`src/rtl/ccd_line_rx.sv`:
```
// Line-scan camera receiver: tags each pixel with raster x/y, buffers it in a FWFT FIFO, streams ready/valid.
// Pixel sampled on edge n is written on edge n+1; a full FIFO without a pop drops the pixel and flags overflow.
module ccd_line_rx #(
  parameter int DATA_W     = 16,
  parameter int FIFO_DEPTH = 16,
  parameter int FIFO_AW    = 4
) (
  input  logic              clk,
  input  logic              rstn,
  input  logic              start,
  input  logic [15:0]       xdata_points_number,
  input  logic [15:0]       ydata_points_number,
  input  logic [15:0]       pixels_per_line,
  input  logic [31:0]       timeout_cycles,
  input  logic              cam_lval,
  input  logic [DATA_W-1:0] cam_data,
  output logic [DATA_W-1:0] m_tdata,
  output logic [15:0]       m_tx,
  output logic [15:0]       m_ty,
  output logic              m_tlast,
  output logic              m_tuser,
  output logic              m_tvalid,
  input  logic              m_tready,
  output logic              busy,
  output logic              done,
  output logic              err_timeout,
  output logic              err_length,
  output logic              err_overflow
);

  typedef struct packed {
    logic [DATA_W-1:0] dat;
    logic [15:0]       x;
    logic [15:0]       y;
    logic              last;
    logic              user;
  } ent_t;

  localparam logic [2:0] S_IDLE  = 3'd0;
  localparam logic [2:0] S_WAIT  = 3'd1;
  localparam logic [2:0] S_RECV  = 3'd2;
  localparam logic [2:0] S_DRAIN = 3'd3;
  localparam logic [2:0] S_ABORT = 3'd4;

  localparam logic [FIFO_AW:0] DEPTH_C = (FIFO_AW+1)'(FIFO_DEPTH);

  logic [2:0]         r_state;
  logic [15:0]        r_xnum;
  logic [15:0]        r_ppl;
  logic [31:0]        r_tmo;
  logic [31:0]        r_total;
  logic [15:0]        r_x;
  logic [15:0]        r_y;
  logic [15:0]        r_pix;
  logic [31:0]        r_lines;
  logic [31:0]        r_tcnt;
  logic               r_in_vld;
  ent_t               r_in;
  logic               r_busy;
  logic               r_done;
  logic               r_err_timeout;
  logic               r_err_length;
  logic               r_err_overflow;

  ent_t               r_mem [0:FIFO_DEPTH-1];
  logic [FIFO_AW-1:0] r_wp;
  logic [FIFO_AW-1:0] r_rp;
  logic [FIFO_AW:0]   r_cnt;

  logic               w_tvalid;
  logic               w_pop;
  logic               w_push;
  logic               w_flush;
  logic               w_cap;
  logic [15:0]        w_cap_pix;
  ent_t               w_cap_ent;
  ent_t               w_head;

  assign w_tvalid = (r_cnt != '0);
  assign w_pop    = w_tvalid && m_tready;
  assign w_push   = r_in_vld && ((r_cnt != DEPTH_C) || w_pop);
  assign w_flush  = (r_state == S_WAIT) && !cam_lval && (r_tmo != 32'd0) &&
                    (r_tcnt == r_tmo - 32'd1);

  // The first pixel of a line is taken in WAIT_LINE, so its index is 0 there.
  always_comb begin
    w_cap_pix      = (r_state == S_WAIT) ? 16'd0 : r_pix;
    w_cap          = cam_lval && ((r_state == S_WAIT) ||
                                  ((r_state == S_RECV) && (r_pix < r_ppl)));
    w_cap_ent.dat  = cam_data;
    w_cap_ent.x    = r_x;
    w_cap_ent.y    = r_y;
    w_cap_ent.last = (w_cap_pix == r_ppl - 16'd1);
    w_cap_ent.user = (r_x == 16'd0) && (r_y == 16'd0) && (w_cap_pix == 16'd0);
  end

  always_ff @(posedge clk or negedge rstn) begin
    if (!rstn) begin
      r_state        <= S_IDLE;
      r_xnum         <= '0;
      r_ppl          <= '0;
      r_tmo          <= '0;
      r_total        <= '0;
      r_x            <= '0;
      r_y            <= '0;
      r_pix          <= '0;
      r_lines        <= '0;
      r_tcnt         <= '0;
      r_in_vld       <= 1'b0;
      r_in           <= '0;
      r_busy         <= 1'b0;
      r_done         <= 1'b0;
      r_err_timeout  <= 1'b0;
      r_err_length   <= 1'b0;
      r_err_overflow <= 1'b0;
    end else begin
      r_done   <= 1'b0;
      r_in_vld <= w_cap;
      if (w_cap) r_in <= w_cap_ent;
      if (r_in_vld && !w_push) r_err_overflow <= 1'b1;
      case (r_state)
        S_IDLE: begin
          if (start) begin
            r_xnum         <= xdata_points_number;
            r_ppl          <= pixels_per_line;
            r_tmo          <= timeout_cycles;
            r_total        <= {16'd0, xdata_points_number} * {16'd0, ydata_points_number};
            r_x            <= '0;
            r_y            <= '0;
            r_pix          <= '0;
            r_lines        <= '0;
            r_tcnt         <= '0;
            r_busy         <= 1'b1;
            r_err_timeout  <= 1'b0;
            r_err_length   <= 1'b0;
            r_err_overflow <= 1'b0;
            if ((xdata_points_number == 16'd0) || (ydata_points_number == 16'd0) ||
                (pixels_per_line == 16'd0))
              r_state <= S_DRAIN;
            else
              r_state <= S_WAIT;
          end
        end
        S_WAIT: begin
          if (cam_lval) begin
            r_state <= S_RECV;
            r_pix   <= 16'd1;
            r_tcnt  <= '0;
          end else if (w_flush) begin
            r_state       <= S_ABORT;
            r_err_timeout <= 1'b1;
            r_in_vld      <= 1'b0;
          end else begin
            r_tcnt <= r_tcnt + 32'd1;
          end
        end
        S_RECV: begin
          if (cam_lval) begin
            if (r_pix >= r_ppl) r_err_length <= 1'b1;
            if (r_pix != 16'hFFFF) r_pix <= r_pix + 16'd1;
          end else begin
            if (r_pix < r_ppl) r_err_length <= 1'b1;
            if (r_x == r_xnum - 16'd1) begin
              r_x <= '0;
              r_y <= r_y + 16'd1;
            end else begin
              r_x <= r_x + 16'd1;
            end
            r_lines <= r_lines + 32'd1;
            r_tcnt  <= '0;
            r_state <= (r_lines + 32'd1 == r_total) ? S_DRAIN : S_WAIT;
          end
        end
        S_DRAIN: begin
          if ((r_cnt == '0) && !r_in_vld) begin
            r_done  <= 1'b1;
            r_busy  <= 1'b0;
            r_state <= S_IDLE;
          end
        end
        S_ABORT: begin
          r_done  <= 1'b1;
          r_busy  <= 1'b0;
          r_state <= S_IDLE;
        end
        default: r_state <= S_IDLE;
      endcase
    end
  end

  // A timeout empties the FIFO on the same edge that enters ABORT.
  always_ff @(posedge clk or negedge rstn) begin
    if (!rstn) begin
      r_wp  <= '0;
      r_rp  <= '0;
      r_cnt <= '0;
    end else if (w_flush) begin
      r_wp  <= '0;
      r_rp  <= '0;
      r_cnt <= '0;
    end else begin
      if (w_push) r_wp <= r_wp + 1'b1;
      if (w_pop)  r_rp <= r_rp + 1'b1;
      r_cnt <= r_cnt + {{FIFO_AW{1'b0}}, w_push} - {{FIFO_AW{1'b0}}, w_pop};
    end
  end

  always_ff @(posedge clk) begin
    if (w_push && !w_flush) r_mem[r_wp] <= r_in;
  end

  assign w_head       = r_mem[r_rp];
  assign m_tvalid     = w_tvalid;
  assign m_tdata      = w_tvalid ? w_head.dat  : '0;
  assign m_tx         = w_tvalid ? w_head.x    : '0;
  assign m_ty         = w_tvalid ? w_head.y    : '0;
  assign m_tlast      = w_tvalid ? w_head.last : 1'b0;
  assign m_tuser      = w_tvalid ? w_head.user : 1'b0;
  assign busy         = r_busy;
  assign done         = r_done;
  assign err_timeout  = r_err_timeout;
  assign err_length   = r_err_length;
  assign err_overflow = r_err_overflow;

endmodule

```
`config.mk`:
```
export PLATFORM = sky130hd
export DESIGN_NAME = ccd_line_rx
export DESIGN_NICKNAME = d
export VERILOG_FILES = /design/src/rtl/ccd_line_rx.sv
export SDC_FILE = /design/constraint.sdc
export NUM_CORES = 2
export LEC_CHECK = 0
export ABC_AREA = 1
export BUFFER_PORTS_ARGS = -buffer_cell sky130_fd_sc_hd__buf_2
export CORE_MARGIN = 2
export CORE_UTILIZATION = 60
export CTS_CLUSTER_SIZE = 30
export DETAILED_ROUTE_END_ITERATION = 16
export GPL_TIMING_DRIVEN = 0
export PLACE_DENSITY_LB_ADDON = 0.08
export SYNTH_ARGS = -nofsm -noshare
export SYNTH_HDL_FRONTEND = slang
export SYNTH_SLANG_ARGS = --single-unit
```
`constraint.sdc`:
```
create_clock -name clk -period 15.7 [get_ports clk]
set_input_delay 2.355 -clock clk [delete_from_list [all_inputs] [get_ports clk]]
set_output_delay 2.355 -clock clk [all_outputs]
set_load 0.01 [all_outputs]
```
==> results.env <==
SYNTH_FA_HA_AREA_SHARE_PCT=9.96
PATH_DELAY_FAMILY='adder cells'
POSTLAYOUTCOREUTIL_PCT=67.8
SLEW_VIOLATIONS=0
ACHIEVABLE-FREQUENCY_MHz=115
POST_CTS_RESIZED=0
FINAL.PERIOD_UTILIZATION_PCT=55.4
GLOBALROUTETOTALUTIL_PCT=36.5
DR.FIRST_ITER.DRC_COUNT=5628
IOPINCOUNT=157
FINAL_NETS=6574
SYNTH_AREA_MM2=0.0571
CPMAXSTAGEDELAYCELL='clkbuf_1'
INSERTION_DELAY_NS=0.71
CLOCK_TREE.ROOT_CELL='clkbuf_16'
TIMING.CRITICAL_PATH.FANOUT_MAX=10
CTS_MAX_LEVEL=3
POST_SYNTH_MUX_AREA_SHARE_PCT=0
DIE_W_UM=312
SYNTH_SIMPLE_GATE_AREA_SHARE_PCT=16.3
IO_BUFFERS=123
MAXIMUM_NUMBER_OF_PINS_ON_ONE_NET_BEFORE_GLOBAL_ROUTE_REPAIR=119
DIEAREA_MM2=0.0976
POSTCTSSETUPBUFFERS=0
GRT_OVERFLOW=0
TRITONCTS='built'
CTS_HOLD_BUF=0
YOSYS.CELL_TYPES.COUNT=49
NUMBER_OF_ANTENNA_VIOLATIONS_AT_THE_FIRST_CHECK_IN_GLOBAL_ROUTING=4
INITIAL_UTILIZATION_PCT=60.3
FIRST_GLOBAL_VIAS=44139
SYNTHARSTFLOPSHARE_PCT=25.9
CORE-AREA_MM2=0.0946
WORST-SETUP-PATH-TYPE='in -> reg'
DRC=0
YOSYSSEQAREASHARE_PCT=54.4
DETAIL_ROUTE.FIRST_PASS.ITERATIONS=6
WORSTPATHREQUIRED_NS=16.26
STATUS='completed'
GLOBAL_ROUTE_WIRE_LENGTH_BEFORE_REPAIR_UM=267000
WORSTHOLDPATHTYPE='reg -> reg'
MOST_NUMEROUS_CELL_IN_THE_YOSYS_NETLIST='nand2_1'
ROUTED_WIRE_LENGTH_PER_INSTANCE_UM=23.8
FINAL.SETUP.TNS_NS=0
SYNTH_ENABLE_FLOP_CELLS=800
FIN_WORST_SKEW_NS=0.0309
TIMING.CRITICAL_PATH.CELLS='clkbuf_1, buf_1, nand2_1, fa_1, fa_1, inv_1, fa_1, fa_1, fa_1, inv_1, fa_1, inv_1, ha_1, a21oi_1, inv_1, a31oi_1, o21ai_0, a21oi_1, o21ai_0, or2_2, nand3_1, o21ai_0'
TIMING.CRITICAL_PATH.SLOWEST_CELL_DELAY_NS=0.89
SYNTH.TOP_CELLS.BY_COUNT='nand2_1 (1115), edfxtp_1 (800), nor2_1 (700)'
NETLIST_TOP_CELLS_AREA='edfxtp_1 (42%), dfrtp_1 (12%), nand2_1 (7.3%)'
CTS.CLK_SLEW.WORST_PATHS_NS=0.06
SYNTH_FLOP_CELL='edfxtp_1'
YOSYSTOPAREACELLSHARE_PCT=42.1
LEAKAGEPOWER_nW=25.7
POST_SYNTH_XOR_AREA_FRACTION_PCT=2.53
WORSTSETUPSTARTPOINTTYPE='input pin'
DETAIL_ROUTE.WIRELENGTH_UM=178000
CRIT_PATH_DAT_NS=9.27
PLACE.GP.CONGESTION=0.950
CP.BUFFERS_INVERTERS=6
CLK_PATH_BUF_DEPTH=3
DETAILROUTE.VIA_COUNT=44944
PERIOD_MINUS_SLACK_NS=8.70
CP-END-KIND='flip-flop'
SYNTH-COMPOUND-AREA-SHARE_PCT=10.7
YOSYSTOPAREACELL='edfxtp_1'
NUMCTSBUFFERS=109
SYN2LAYOUT_AREA_GROWTH_PCT=12.5
SYNTH_TOP_FAMILY_BY_AREA='simple AND/OR/NAND/NOR gates'
YS.WARNINGS.COUNT=0
NUMBER_OF_PLACEMENT_ROWS=113
POSTROUTEANTENNANETS=0
SYNTHESIS.INSTANCES=5800
MAX-SLEW-MARGIN-REL_PCT=12.2
SYNTH_NETS=6238
POWER_mW=12.6
GRT_SETUP_UNREPAIRED='no'
DP_HPWL_UM=131000
PATH_COMMON_CELL='fa_1'
FLOORPLAN.DIE.HEIGHT_UM=312
P_PER_AREA_mW_PER_MM2=196
POST_ROUTE_CELLS_DRIVE_ABOVE_1_SHARE_PCT=7.71
HOLD_VIOL_FINAL=0
IR_WORST_VDD_mV=0.208
SETUP_VIOL_COUNT_FINAL=0
POSTSYNTHREGISTERBITS=1080
WORST_SLEW_PIN_SLEW_NS=1.32
MAX_CAP_VIOL_COUNT=0
AVGVIACOUNTPERCELL=6.00
TRITONCTS_NUM_SINKS=1080
SYNTH_AREA_PER_CELL_UM2=9.84
flip-flops by register name (all words and copies together) (netlist names), 3 cells and up:
name and count:
r_wp 4, r_rp 4, r_tmo 32, r_x 16, r_total 32, r_tcnt 32, r_ppl 16, r_pix 16
r_in 50, r_xnum 16, r_y 16, r_state 3, r_mem 800, r_lines 32, r_cnt 5
through the flow:
stage               instance area, um2  hold WS [ns]  worst slack (ns)  instances
floorplan                        57100         0.461              7.99       5800
global placement                 59300         0.470              3.05       7188
detailed placement               60500         0.475              6.43       7290
CTS                              64200         0.497              7.15       7492
global route                     64200         0.514              6.75       7492
finish                           64200         0.507              7.00       7493
layout by cell type (no fill, tap or decap), types with 50 or more instances in the layout:
| master | instances |
|---|---|
| nor2_1 | 699 |
| buf_6 | 92 |
| xor2_1 | 107 |
| nand3_1 | 217 |
| xnor2_1 | 50 |
| nor3_1 | 52 |
| dfrtp_1 | 280 |
| o211ai_1 | 70 |
| clkbuf_1 | 285 |
| inv_1 | 600 |
| o21ai_0 | 571 |
| clkbuf_16 | 110 |
| buf_2 | 132 |
| o221ai_1 | 137 |
| nand2_1 | 1115 |
| ha_1 | 142 |
| o22ai_1 | 99 |
| fa_1 | 195 |
| edfxtp_1 | 800 |
| a21oi_1 | 106 |
| nand4_1 | 63 |
layout make-up:
| type | count | area, um2 |
|---|---|---|
| multi-input cells | 3807 | 22600 |
| fillers | 7355 | 30400 |
| flip-flops and latches | 1080 | 31000 |
| clock inverters | 67 | 727 |
| repair buffers | 225 | 1810 |
| plain buffers | 306 | 1200 |
| inverters | 607 | 2280 |
| well taps | 1265 | 1580 |
| diodes | 1 | 2.50 |
| clock buffers | 135 | 2910 |
final timing paths:
| path | from | to | slack (ns) | cells after the start |
|---|---|---|---|---|
| setup / recovery | xdata_points_number[10] | r_total[22]$_DFFE_PN0P_ | 7.00 | 22 |
| hold / removal | err_overflow$_DFF_PN0_ | err_overflow$_DFF_PN0_ | 0.51 | 1 |
| setup reg to reg | r_tmo[0]$_DFFE_PN0P_ | r_mem[4][49]$_DFFE_PP_ | 10.89 | 20 |
| hold reg to reg | err_overflow$_DFF_PN0_ | err_overflow$_DFF_PN0_ | 0.51 | 1 |
| max in group asynchronous | rstn | r_tmo[18]$_DFFE_PN0P_ | 12.89 | 2 |
| min in group asynchronous | rstn | r_in[36]$_DFFE_PN0P_ | 1.58 | 1 |
where the power goes:
part | internal, mW | total (mW) | switching (mW) | leakage, nW
logic | 1.97 | 6.14 | 4.17 | 12.9
registers | 3.48 | 3.80 | 0.323 | 11.1
clock network | 1.52 | 2.65 | 1.13 | 1.78
total | 6.96 | 12.6 | 5.63 | 25.7
cells by family (layout without fill, tap and decap cells):
family                   after synthesis  count (layout)
AND/OR/NAND/NOR                     2260            2260
flip-flops                          1080            1080
AO/OA/AOI/OAI                       1050            1050
buffers and inverters                913            1340
adder cells (fa/ha/maj)              337             337
XOR/XNOR                             160             160
other                                  0               1
routing by layer:
metal	track usage, %	vias to the layer above	wire length (um)
li1	-	20328	-
met3	6.78	468	18400
met4	16.8	2	8970
met1	48.3	21686	68100
met5	0	-	13
met2	58.9	2460	83000
Power figures use the tool's default switching activity.
